`config.mk`:
```
export PLATFORM = sky130hd
export DESIGN_NAME = uart_byte_tx_flat
export DESIGN_NICKNAME = d
export VERILOG_FILES = /design/src/rtl/uart_byte_tx_if.sv /design/src/rtl/uart_byte_tx.sv /design/src/flat_wrapper.sv
export SDC_FILE = /design/constraint.sdc
export NUM_CORES = 1
export LEC_CHECK = 0
export ABC_AREA = 0
export CORE_MARGIN = 1
export CORE_UTILIZATION = 30
export CTS_CLUSTER_SIZE = 10
export DETAILED_ROUTE_END_ITERATION = 10
export PLACE_DENSITY = 0.51
export SETUP_SLACK_MARGIN = 0.3
export SYNTH_ARGS = -nofsm -noshare
export SYNTH_HDL_FRONTEND = slang
export SYNTH_SLANG_ARGS = --single-unit
```
`constraint.sdc`:
```
create_clock -name clk -period 2.1 [get_ports clk]
set_clock_uncertainty 0.2 [all_clocks]
set_input_delay 0.21 -clock clk [delete_from_list [all_inputs] [get_ports clk]]
set_output_delay 0.21 -clock clk [all_outputs]
set_load 0.02 [all_outputs]
```
`src/rtl/uart_byte_tx_if.sv`:
```
// Handshake and serial-line bundle between the output-register control logic
// and the byte transmitter.
interface uart_byte_tx_if #(
  parameter int N = 8
);
  logic         load;
  logic [N-1:0] data_in;
  logic         tx;
  logic         busy;
  logic         done;

  // Controller side: requests frames and watches the line status.
  modport master (
    output load,
    output data_in,
    input  tx,
    input  busy,
    input  done
  );

  // Transmitter side.
  modport slave (
    input  load,
    input  data_in,
    output tx,
    output busy,
    output done
  );
endinterface

```
`src/rtl/uart_byte_tx.sv`:
```
// Asynchronous serial transmitter: start bit, N data bits LSB first, one stop
// bit, each held CLKS_PER_BIT clocks. All outputs come straight from flops.
module uart_byte_tx #(
  parameter int N            = 8,
  parameter int CLKS_PER_BIT = 16
) (
  input  logic           clk,
  input  logic           reset,
  uart_byte_tx_if.slave  bus
);

  localparam int CNT_W = $clog2(CLKS_PER_BIT);
  localparam int IDX_W = (N > 1) ? $clog2(N) : 1;

  typedef enum logic [1:0] {IDLE, START, DATA, STOP} state_t;

  state_t           state, state_next;
  logic [CNT_W-1:0] baud, baud_next;
  logic [IDX_W-1:0] idx, idx_next;
  logic [N-1:0]     shreg, shreg_next;
  logic             tx_q, tx_next;
  logic             busy_q, busy_next;
  logic             done_q, done_next;

  logic bit_end;
  logic last_bit;

  assign bit_end  = (baud == CNT_W'(CLKS_PER_BIT - 1));
  assign last_bit = (idx == IDX_W'(N - 1));

  assign bus.tx   = tx_q;
  assign bus.busy = busy_q;
  assign bus.done = done_q;

  // State and datapath registers; reset forces the line idle immediately.
  always_ff @(posedge clk or posedge reset) begin
    if (reset) begin
      state  <= IDLE;
      baud   <= '0;
      idx    <= '0;
      shreg  <= '0;
      tx_q   <= 1'b1;
      busy_q <= 1'b0;
      done_q <= 1'b0;
    end else begin
      state  <= state_next;
      baud   <= baud_next;
      idx    <= idx_next;
      shreg  <= shreg_next;
      tx_q   <= tx_next;
      busy_q <= busy_next;
      done_q <= done_next;
    end
  end

  // Next-state selection; a load on the last stop-bit edge chains the next
  // frame with no idle gap, which is how a held load streams frames.
  always_comb begin
    state_next = state;
    case (state)
      IDLE:    if (bus.load) state_next = START;
      START:   if (bit_end) state_next = DATA;
      DATA:    if (bit_end && last_bit) state_next = STOP;
      STOP:    if (bit_end) state_next = bus.load ? START : IDLE;
      default: state_next = IDLE;
    endcase
  end

  // Next values of the counters, shift register and registered outputs.
  always_comb begin
    baud_next  = baud;
    idx_next   = idx;
    shreg_next = shreg;
    tx_next    = tx_q;
    busy_next  = busy_q;
    done_next  = 1'b0;
    case (state)
      IDLE: begin
        tx_next   = 1'b1;
        busy_next = 1'b0;
        if (bus.load) begin
          shreg_next = bus.data_in;
          baud_next  = '0;
          tx_next    = 1'b0;
          busy_next  = 1'b1;
        end
      end
      START: begin
        if (bit_end) begin
          baud_next = '0;
          idx_next  = '0;
          tx_next   = shreg[0];
        end else begin
          baud_next = baud + CNT_W'(1);
        end
      end
      DATA: begin
        if (bit_end) begin
          baud_next = '0;
          if (last_bit) begin
            tx_next = 1'b1;
          end else begin
            shreg_next = shreg >> 1;
            idx_next   = idx + IDX_W'(1);
            tx_next    = shreg_next[0];
          end
        end else begin
          baud_next = baud + CNT_W'(1);
        end
      end
      STOP: begin
        if (bit_end) begin
          baud_next = '0;
          done_next = 1'b1;
          if (bus.load) begin
            shreg_next = bus.data_in;
            tx_next    = 1'b0;
            busy_next  = 1'b1;
          end else begin
            tx_next   = 1'b1;
            busy_next = 1'b0;
          end
        end else begin
          baud_next = baud + CNT_W'(1);
        end
      end
      default: begin
        tx_next   = 1'b1;
        busy_next = 1'b0;
      end
    endcase
  end

endmodule

```
`src/flat_wrapper.sv`:
```
// flat-port wrapper written by rule: the top's interface ports become plain ports
module uart_byte_tx_flat 
#(
  parameter int N            = 8,
  parameter int CLKS_PER_BIT = 16
)
  (clk, reset, bus_load, bus_data_in, bus_tx, bus_busy, bus_done);
  uart_byte_tx_if #(.N(N)) bus_i ();
  input  logic clk;
  input  logic reset;
  input wire logic [$bits(bus_i.load)-1:0] bus_load;
  input wire logic [$bits(bus_i.data_in)-1:0] bus_data_in;
  output wire logic [$bits(bus_i.tx)-1:0] bus_tx;
  output wire logic [$bits(bus_i.busy)-1:0] bus_busy;
  output wire logic [$bits(bus_i.done)-1:0] bus_done;
  assign bus_i.load = bus_load;
  assign bus_i.data_in = bus_data_in;
  assign bus_tx = bus_i.tx;
  assign bus_busy = bus_i.busy;
  assign bus_done = bus_i.done;
  uart_byte_tx #(.N(N), .CLKS_PER_BIT(CLKS_PER_BIT)) u_core (.clk(clk), .reset(reset), .bus(bus_i));
endmodule
```
==> impl_metrics.ini <==
[timing]
setup_viol = 0
slew-limit-headroom_pct = 66.8
rsz0062_at_grt = true
slew_violations = 0
worstMarginPinSlew_ns = 0.485
holdWs_ns = 0.0795
finalHoldViolations = 0
period_share_pct = 95.3
finalSetupTns_ns = 0
fin_crit_ns = 2.00
fmax_mhz = 499

[yosys]
synth-xor-area-share_pct = 0
yosysWarnings = 0
yosys.area_share.adder_pct = 8.68
synthFlopType = dfrtp_1
synth_simple_gate_area_share_pct = 13.6
synth_compound_area_share_pct = 13.1
synth_edf_count = 0
ys_async_sr_fraction_pct = 100
synth-seq-area-share_pct = 43.5
synth_area_leaders = dfrtp_1 (41%), mux2_2 (15%), ha_1 (8.7%)
yosysUniqueCellTypes = 36
synth_top_area_share_pct = 41.2
syn_area_per_cell_um2 = 11.2
synth_commonest_cells = dfrtp_1 (19), mux2_2 (15), ha_1 (8), nand2_1 (7), o21ai_0 (7)
synthMostInstantiatedCell = dfrtp_1
synth_top_family_by_area = multiplexers
yosys_register_bits = 20
synth_area_leader_cell = dfrtp_1
synth_area_mm2 = 0.00115
muxShareOfSynthArea_pct = 18.3
syn-instance-count = 103
syn_nets = 122

[clock_network]
cts_buffer_depth = 2
cts_root_buf = clkbuf_8
cts.sinks = 20
cts_made_buffers = 3
htree_levels = 1
cts_tree = done
clk_pin_slew_ns = 0.08
hold_buffers = 0
clock_latency_ns = 0.26

[drt]
wirelength_mm = 2.46
vias = 903
drt_iter0_drc = 28
drc = 0
wl_per_cell_um = 13.5
avgViaCountPerCell = 4.96
antenna_left = 0
drtPass1Iterations = 4

[worst_setup_path]
required_ns = 2.04
r2r_start = u_core.idx[1]$_DFFE_PP0P_
crit_type = reg2reg
worstSetupStartpointType = register
cp_max_fo = 8
worstPathArrival_ns = 1.94
cp-startpoint = u_core.idx[1]$_DFFE_PP0P_
regToRegSetupSlack_ns = 0.1
reg2reg_depth = 6
critPathCaptureType = register

[global_routing]
antenna_found_initial = 0
grtUsageTotal_pct = 13.1
grt_pass1_wl_mm = 4.06
grt_max_degree = 21
grt_pass1_vias = 884
grt.overflow.total = 0

[floorplan]
die-area_mm2 = 0.00410
die_x_um = 64.0
die_y_um = 64.0
start_util_pct = 31.5
ios = 14
rows = 22
core_region_area_mm2 = 0.00366

[power_and_ir_drop]
leakage_nw = 0.706
pwr-share-seq_pct = 55.6
power_mw = 0.714
powerDensity_mw_per_mm2 = 440
p_sw_share_pct = 21.2
clkPwrFrac_pct = 36.8
p_int_mw = 0.563
combPwrFrac_pct = 7.6
peakVddDrop_uv = 256
switching_power_mw = 0.152

[layout]
final_util_pct = 44.4
drive_gt1_share_pct = 41.8
area_delta_synth_final_pct = 40.8
nets = 154
antennaDiodeCount = 0
fin_cells = 182

[worst_hold_path]
hp-class = in2async

[run_status]
status = finished clean

[placement]
hpwl_mm = 1.67
finalWeightedCongestion = 0.809
placed_cells = 166
io_buffers = 13

[flow_run]
drv_cap = 0
state kept, by name (all words and copies together) (netlist names):
signal,count
u_core.shreg,8
u_core.baud,4
u_core.idx,3
u_core.state,2
u_core.bus.busy,1
u_core.bus.done,1
u_core.bus.tx,1
power by group through the flow:
stage                     Combinational [mW]  Sequential, mW  Clock (mW)
after floorplan                       0.0212           0.406           0
after global routing                  0.0599           0.398       0.299
after CTS                             0.0549           0.397       0.274
after detailed placement              0.0550           0.405           0
final                                 0.0544           0.397       0.263
after global placement                0.0539           0.405           0
metal layers:
metal | track usage (%) | vias up | part of all wire [%]
met5 | 0 | - | 0
met4 | 6.82 | 0 | 1.5
met3 | 2.14 | 4 | 1.5
met2 | 20.2 | 10 | 46
met1 | 17.5 | 449 | 51
li1 | - | 440 | -
area by class of cell:
class                   instances  area [um^2]
fillers                       342         2040
multi-input cells              75          722
flip-flops and latches         20          504
repair buffers                 31          278
well taps                      48         60.1
clock buffers                   4         45.0
inverters                       4         15.0
cell usage in the layout, fill, tap and decap left out, types with 2 or more instances in the layout:
cell              n
dfrtp_1          17
nand2b_1          2
a21o_1            2
mux2_2            8
a21oi_1           2
nand4_1           2
o21ai_0           5
clkdlybuf4s50_1  12
dfrtp_2           2
mux2i_1           2
inv_1             2
buf_4            15
mux2_4            9
ha_2              3
ha_4              3
inv_2             2
clkbuf_8          3
ha_1              2
a22o_1            3
nand2_1           7
worst paths after layout:
path	to
worst max-delay path	u_core.shreg[1]$_DFFE_PP0P_
max in group asynchronous	u_core.bus.tx$_DFFE_PP1P_
worst min-delay path	u_core.idx[2]$_DFFE_PP0P_
min in group clk	u_core.shreg[4]$_DFFE_PP0P_
worst min register to register	u_core.shreg[4]$_DFFE_PP0P_
worst max register to register	u_core.shreg[1]$_DFFE_PP0P_
logic make-up (layout without fill, tap and decap cells):
group / after synthesis / in the layout
simple gates: 28 / 28
fa+ha+maj: 8 / 8
flops: 20 / 20
compound gates: 20 / 20
mux: 19 / 19
buf+inv: 8 / 39
critical path: stages, from the launching register on:
cell and delay [ns]:
dfrtp_1 0.41, ha_2 0.20, ha_4 0.16, nand2b_4 0.14
a221oi_4 0.31, buf_12 0.17, mux2_4 0.30
stage by stage:
step	worst slack, ns	instance area, um^2
global placement	0.0964	1450
global route	0.0487	1620
CTS	0.0979	1530
finish	0.0977	1620
floorplan	0.00625	1220
detailed placement	0.0643	1450
timing repair:
action / in CTS / in global routing
endpoints found under the setup margin: 11 / 18
setup buffers: 4 / 8
pin swaps: 3 / 5
cloned: 0 / 0
resized for setup: 3 / 13
No activity file was read; power rests on OpenSTA's default activity.
